--- config.mk ---
export PLATFORM = sky130hd
export DESIGN_NAME = uart_tx_fifo_flat
export DESIGN_NICKNAME = d
export VERILOG_FILES = /design/src/rtl/uart_tx_if.sv /design/src/rtl/uart_tx_fifo.sv /design/src/flat_wrapper.sv
export SDC_FILE = /design/constraint.sdc
export NUM_CORES = 1
export LEC_CHECK = 0
export CAP_MARGIN = 20
export CORE_MARGIN = 3
export CORE_UTILIZATION = 40
export CTS_CLUSTER_DIAMETER = 80
export DETAILED_ROUTE_END_ITERATION = 12
export PLACE_DENSITY = 0.67
export SLEW_MARGIN = 20
export SYNTH_ARGS = -nofsm -noshare
export SYNTH_HDL_FRONTEND = slang
export SYNTH_SLANG_ARGS = --single-unit
--- constraint.sdc ---
create_clock -name clk -period 5.15 [get_ports clk]
set_clock_uncertainty 0.1 [all_clocks]
set_input_delay 1.03 -clock clk [delete_from_list [all_inputs] [get_ports clk]]
set_output_delay 1.03 -clock clk [all_outputs]
set_load 0.03 [all_outputs]
--- src/rtl/uart_tx_if.sv ---
// Byte handshake between a producer and the buffered UART transmitter.
// The producer drives tx_data/tx_valid; the transmitter answers with tx_ready.
`timescale 1ns/1ps
interface uart_tx_if;
    logic [7:0] tx_data;
    logic       tx_valid;
    logic       tx_ready;

    modport master (
        output tx_data,
        output tx_valid,
        input  tx_ready
    );

    modport slave (
        input  tx_data,
        input  tx_valid,
        output tx_ready
    );
endinterface

--- src/rtl/uart_tx_fifo.sv ---
// Buffered 8N1 UART transmitter.
// Bytes enter a DEPTH-entry FIFO over a valid/ready handshake and are sent
// LSB first. Frames are sent back to back whenever the FIFO holds data.
`timescale 1ns/1ps
module uart_tx_fifo #(
    parameter int CLK_FREQ = 50_000_000,
    parameter int BAUD     = 115200,
    parameter int DEPTH    = 16
) (
    input  logic                   clk,
    input  logic                   rst,
    uart_tx_if.slave               s_bus,
    output logic                   tx,
    output logic                   busy,
    output logic [$clog2(DEPTH):0] count
);
    localparam int DIV   = CLK_FREQ / BAUD;
    localparam int CNT_W = (DIV > 1) ? $clog2(DIV) : 1;
    localparam int AW    = $clog2(DEPTH);
    localparam int CW    = AW + 1;

    typedef enum logic [1:0] {IDLE, START, DATA, STOP} state_t;

    state_t           state, state_next;
    logic [CNT_W-1:0] baud_cnt, baud_cnt_next;
    logic [2:0]       bit_idx, bit_idx_next;
    logic [7:0]       shift, shift_next;
    logic             tx_next;

    logic [7:0]       mem [DEPTH];
    logic [AW-1:0]    wr_ptr, rd_ptr;
    logic             push, pop, baud_last, fifo_nempty;

    assign s_bus.tx_ready = (count != CW'(DEPTH));
    assign push           = s_bus.tx_valid && s_bus.tx_ready;
    assign fifo_nempty    = (count != '0);
    assign baud_last      = (baud_cnt == CNT_W'(DIV - 1));
    assign busy           = (state != IDLE) || fifo_nempty;

    // Next-state, pop decision and next line level for the frame sequencer.
    // A pop uses the registered count, so a byte pushed into an empty FIFO
    // is only popped on the following edge.
    always_comb begin
        state_next    = state;
        baud_cnt_next = baud_cnt;
        bit_idx_next  = bit_idx;
        shift_next    = shift;
        pop           = 1'b0;
        tx_next       = 1'b1;

        case (state)
            IDLE: begin
                baud_cnt_next = '0;
                if (fifo_nempty) begin
                    pop        = 1'b1;
                    shift_next = mem[rd_ptr];
                    state_next = START;
                end
            end
            START: begin
                if (baud_last) begin
                    baud_cnt_next = '0;
                    bit_idx_next  = 3'd0;
                    state_next    = DATA;
                end else begin
                    baud_cnt_next = baud_cnt + CNT_W'(1);
                end
            end
            DATA: begin
                if (baud_last) begin
                    baud_cnt_next = '0;
                    if (bit_idx == 3'd7) begin
                        state_next = STOP;
                    end else begin
                        bit_idx_next = bit_idx + 3'd1;
                        shift_next   = shift >> 1;
                    end
                end else begin
                    baud_cnt_next = baud_cnt + CNT_W'(1);
                end
            end
            STOP: begin
                if (baud_last) begin
                    baud_cnt_next = '0;
                    // Chain straight into the next start bit when data waits.
                    if (fifo_nempty) begin
                        pop        = 1'b1;
                        shift_next = mem[rd_ptr];
                        state_next = START;
                    end else begin
                        state_next = IDLE;
                    end
                end else begin
                    baud_cnt_next = baud_cnt + CNT_W'(1);
                end
            end
            default: begin
                state_next    = IDLE;
                baud_cnt_next = '0;
            end
        endcase

        // The line level is registered, so derive it from where we go next.
        case (state_next)
            START:   tx_next = 1'b0;
            DATA:    tx_next = shift_next[0];
            default: tx_next = 1'b1;
        endcase
    end

    // Control state: sequencer, baud counter, line register and FIFO bookkeeping.
    always_ff @(posedge clk or posedge rst) begin
        if (rst) begin
            state    <= IDLE;
            baud_cnt <= '0;
            bit_idx  <= 3'd0;
            tx       <= 1'b1;
            wr_ptr   <= '0;
            rd_ptr   <= '0;
            count    <= '0;
        end else begin
            state    <= state_next;
            baud_cnt <= baud_cnt_next;
            bit_idx  <= bit_idx_next;
            tx       <= tx_next;
            if (push) wr_ptr <= wr_ptr + AW'(1);
            if (pop)  rd_ptr <= rd_ptr + AW'(1);
            case ({push, pop})
                2'b10:   count <= count + CW'(1);
                2'b01:   count <= count - CW'(1);
                default: count <= count;
            endcase
        end
    end

    // Data storage: FIFO array and shift register carry no reset.
    always_ff @(posedge clk) begin
        if (push) mem[wr_ptr] <= s_bus.tx_data;
        shift <= shift_next;
    end
endmodule

--- src/flat_wrapper.sv ---
// flat-port wrapper written by rule: the top's interface ports become plain ports
module uart_tx_fifo_flat 
#(
    parameter int CLK_FREQ = 50_000_000,
    parameter int BAUD     = 115200,
    parameter int DEPTH    = 16
)
  (clk, rst, tx, busy, count, s_bus_tx_data, s_bus_tx_valid, s_bus_tx_ready);
  uart_tx_if s_bus_i ();
  input  logic clk;
  input  logic rst;
  output logic tx;
  output logic busy;
  output logic [$clog2(DEPTH):0] count;
  input wire logic [$bits(s_bus_i.tx_data)-1:0] s_bus_tx_data;
  input wire logic [$bits(s_bus_i.tx_valid)-1:0] s_bus_tx_valid;
  output wire logic [$bits(s_bus_i.tx_ready)-1:0] s_bus_tx_ready;
  assign s_bus_i.tx_data = s_bus_tx_data;
  assign s_bus_i.tx_valid = s_bus_tx_valid;
  assign s_bus_tx_ready = s_bus_i.tx_ready;
  uart_tx_fifo #(.CLK_FREQ(CLK_FREQ), .BAUD(BAUD), .DEPTH(DEPTH)) u_core (.clk(clk), .rst(rst), .s_bus(s_bus_i), .tx(tx), .busy(busy), .count(count));
endmodule
==> impl_metrics.json <==
{
  "async_flop_share": 0.1707,
  "syn2layout_area_growth_pct": 14.44,
  "critical_path_required_ns": 5.35,
  "worstSetupEndpoint": "u_core.count[4]",
  "yosysWarningCount": 0,
  "drive_above_1_share": 0.2032,
  "via_count": 3534,
  "crit_path_start": "u_core.baud_cnt[3]",
  "synth_edf_count": 135,
  "synthTopCellsByCount": "edfxtp_1, mux4_2, dfrtp_1",
  "critPathMaxStageDelay_ns": 0.54,
  "post_cts_resized": 0,
  "synth.most_common_cell": "edfxtp_1",
  "synth_top_area_share": 0.5790,
  "ir_drop_mv": 0.2847,
  "synth_area_sq_mm": 0.007002,
  "synthMuxAreaShare": 0.1310,
  "cts_buffer_depth": 2,
  "hold_viol_final": 0,
  "dp_hpwl_microns": 8448,
  "grt_max_degree": 29,
  "routed_wl_microns": 13280,
  "drtPass1Iterations": 4,
  "rows": 47,
  "cts_root_buffer": "clkbuf_16",
  "reg2reg_to": "u_core.count[4]",
  "drc": 0,
  "critPathBufInv": 2,
  "dp_cells": 630,
  "timing.final.crit_share": 0.7125,
  "cts_made_buffers": 17,
  "fin_crit_ns": 3.669,
  "cpMaxStageDelayCell": "or4b_4",
  "synth.area.top_cells": "edfxtp_1, mux4_2, dfrtp_1",
  "grtUsageTotal": 0.1442,
  "worst-path-max-fanout": 13,
  "rsz0062_at_grt": "false",
  "cp_common_cell": "inv_1",
  "synth_compound_area_frac": 0.04575,
  "io_pins": 19,
  "path_delay_family": "simple AND/OR/NAND/NOR gates",
  "multi_input_area_sq_mm": 0.002071,
  "tightest_slew_ns": 1.103,
  "rr_worst_depth": 13,
  "p_leak_nw": 2.738,
  "ys.flop_type": "edfxtp_1",
  "yosys.area_share.simple": 0.06076,
  "hold_slack_ns": 0.4016,
  "drv_slew": 0,
  "grt_pass1_vias": 3715,
  "clock_latency_ns": 0.42,
  "regToRegSetupSlack_ns": 1.48,
  "synth_cell_types": 52,
  "ys_ff_latch": 164,
  "grt_overflow": 0,
  "ant_nets": 0,
  "die_width_microns": 138.3,
  "n_fill_cell": 1393,
  "cts_sinks": 164,
  "synth_xor_area_frac": 0.02252,
  "timing.setup.tns_ns": 0,
  "portBuffers": 18,
  "grt_pass1_wl_microns": 21090,
  "ys_seq_area_frac": 0.6821,
  "drt_iter0_markers": 257,
  "wl_per_cell_microns": 20.03,
  "synthAdderAreaFrac": 0.03503,
  "synth_top_family_by_area": "multiplexers",
  "start_kind": "register",
  "hold_path_class": "reg2reg",
  "grt_antenna_before_repair": 0,
  "cts_tree": "done",
  "h-tree-depth": 4,
  "syn-instance-count": 407,
  "path_cells": "or4b_4, nor2_2, a21oi_2, nor3_2, ha_1, inv_1, fa_1, inv_1, a21o_1, a21oi_1, xnor2_1, nor2_1, xor2_1",
  "finalSetupViolCount": 0,
  "synth_top_area_cell": "edfxtp_1",
  "timing.fmax_mhz": 272.5,
  "seq_area_sq_mm": 0.004777,
  "num-nets-final": 460,
  "r2r_start": "u_core.baud_cnt[3]",
  "start_util": 0.4149,
  "syn_area_per_cell_sq_um": 17.20,
  "maxSlewHeadroom": 0.2621,
  "cp.arrival_ns": 3.87,
  "core-area_sq_mm": 0.01688,
  "n_antenna_cell": 0,
  "path_clk_slew_ns": 0.06,
  "instances_no_fill": 663,
  "synth.net_count": 437,
  "die-height_microns": 138.3,
  "worst-path-stages": 13,
  "maxCapViolCount": 0,
  "cp-end-kind": "register",
  "status": "completed",
  "post-cts-setup-buffer-count": 0,
  "power_density_mw_per_mm2": 548.9,
  "dieArea_sq_mm": 0.01913,
  "hold_buffers": 0,
  "viasPerCell": 5.330,
  "gp_congestion": 0.8030,
  "worst-setup-path-type": "reg2reg"
}
power by group:
part           internal (mW)  switching, mW  total [mW]
registers               1.67          0.227        1.89
clock network          0.731          0.537        1.27
logic                  0.608          0.630        1.24
final cells by class:
| type | count | share of cell area |
|---|---|---|
| Clock inverter | 14 | 0.02046 |
| Inverter | 18 | 0.008432 |
| Clock buffer | 18 | 0.05356 |
| Sequential cell | 164 | 0.5962 |
| Multi-Input combinational cell | 205 | 0.2584 |
| Timing Repair Buffer | 24 | 0.02858 |
| Tap cell | 220 | 0.03435 |
state kept, by name (all words and copies together) (netlist names):
register	cells
u_core.baud_cnt	9
u_core.bit_idx	3
u_core.count	5
u_core.mem	128
u_core.rd_ptr	4
u_core.shift	8
u_core.state	2
u_core.tx	1
u_core.wr_ptr	4
kinds of logic after synthesis:
family	after synthesis
buffers and inverters	38
adder cells (fa/ha/maj)	19
XOR/XNOR	18
AO/OA/AOI/OAI	42
flip-flops	164
AND/OR/NAND/NOR	82
multiplexers	44
placed cells by master, fill, tap and decap left out, types with 4 or more instances in the layout:
cell               n
a22o_1             4
a22oi_1            6
buf_4              5
clkbuf_16         17
clkdlybuf4s50_1   18
clkinv_1           5
dfrtp_1           26
edfxtp_1         135
ha_1              18
inv_1             12
inv_6              5
mux2i_1            5
mux4_2            38
nand2_1           19
nand2b_1           4
nand3_1            4
nor2_1            23
nor3_1            14
o21ai_0            8
o21ai_1            6
xnor2_1           11
xor2_1             7
per-layer routing:
layer  GRT usage  share of wire  wire [microns]
met5           0              0               0
met4     0.05148         0.0053              70
met1      0.1866           0.43            5661
met2      0.2397           0.53            7005
met3     0.03453          0.041             541
how the worst min path moves through the flow:
| stage | from | endpoint | cells after the start | slack [ns] |
|---|---|---|---|---|
| after CTS | u_core.baud_cnt[0] | u_core.baud_cnt[0] | 1 | 0.41 |
| final | u_core.baud_cnt[0] | u_core.baud_cnt[0] | 1 | 0.40 |
| after global routing | u_core.baud_cnt[0] | u_core.baud_cnt[0] | 1 | 0.44 |
| after floorplan | u_core.baud_cnt[0] | u_core.baud_cnt[0] | 1 | 0.36 |
| after global placement | u_core.baud_cnt[0] | u_core.baud_cnt[0] | 1 | 0.38 |
| after detailed placement | u_core.baud_cnt[0] | u_core.baud_cnt[0] | 1 | 0.40 |
through the flow:
stage / total power [mW] / setup slack, ns / area [sq um] / util
after global routing: 4.620 / 1.245 / 8013 / 0.4748
after CTS: 4.445 / 1.477 / 7996 / 0.4738
final: 4.398 / 1.481 / 8013 / 0.4748
after floorplan: 2.792 / 2.079 / 7002 / -
after detailed placement: 3.176 / 1.501 / 7403 / 0.4387
after global placement: 3.130 / 1.675 / 7403 / 0.4387
No activity file was read; power rests on OpenSTA's default activity.
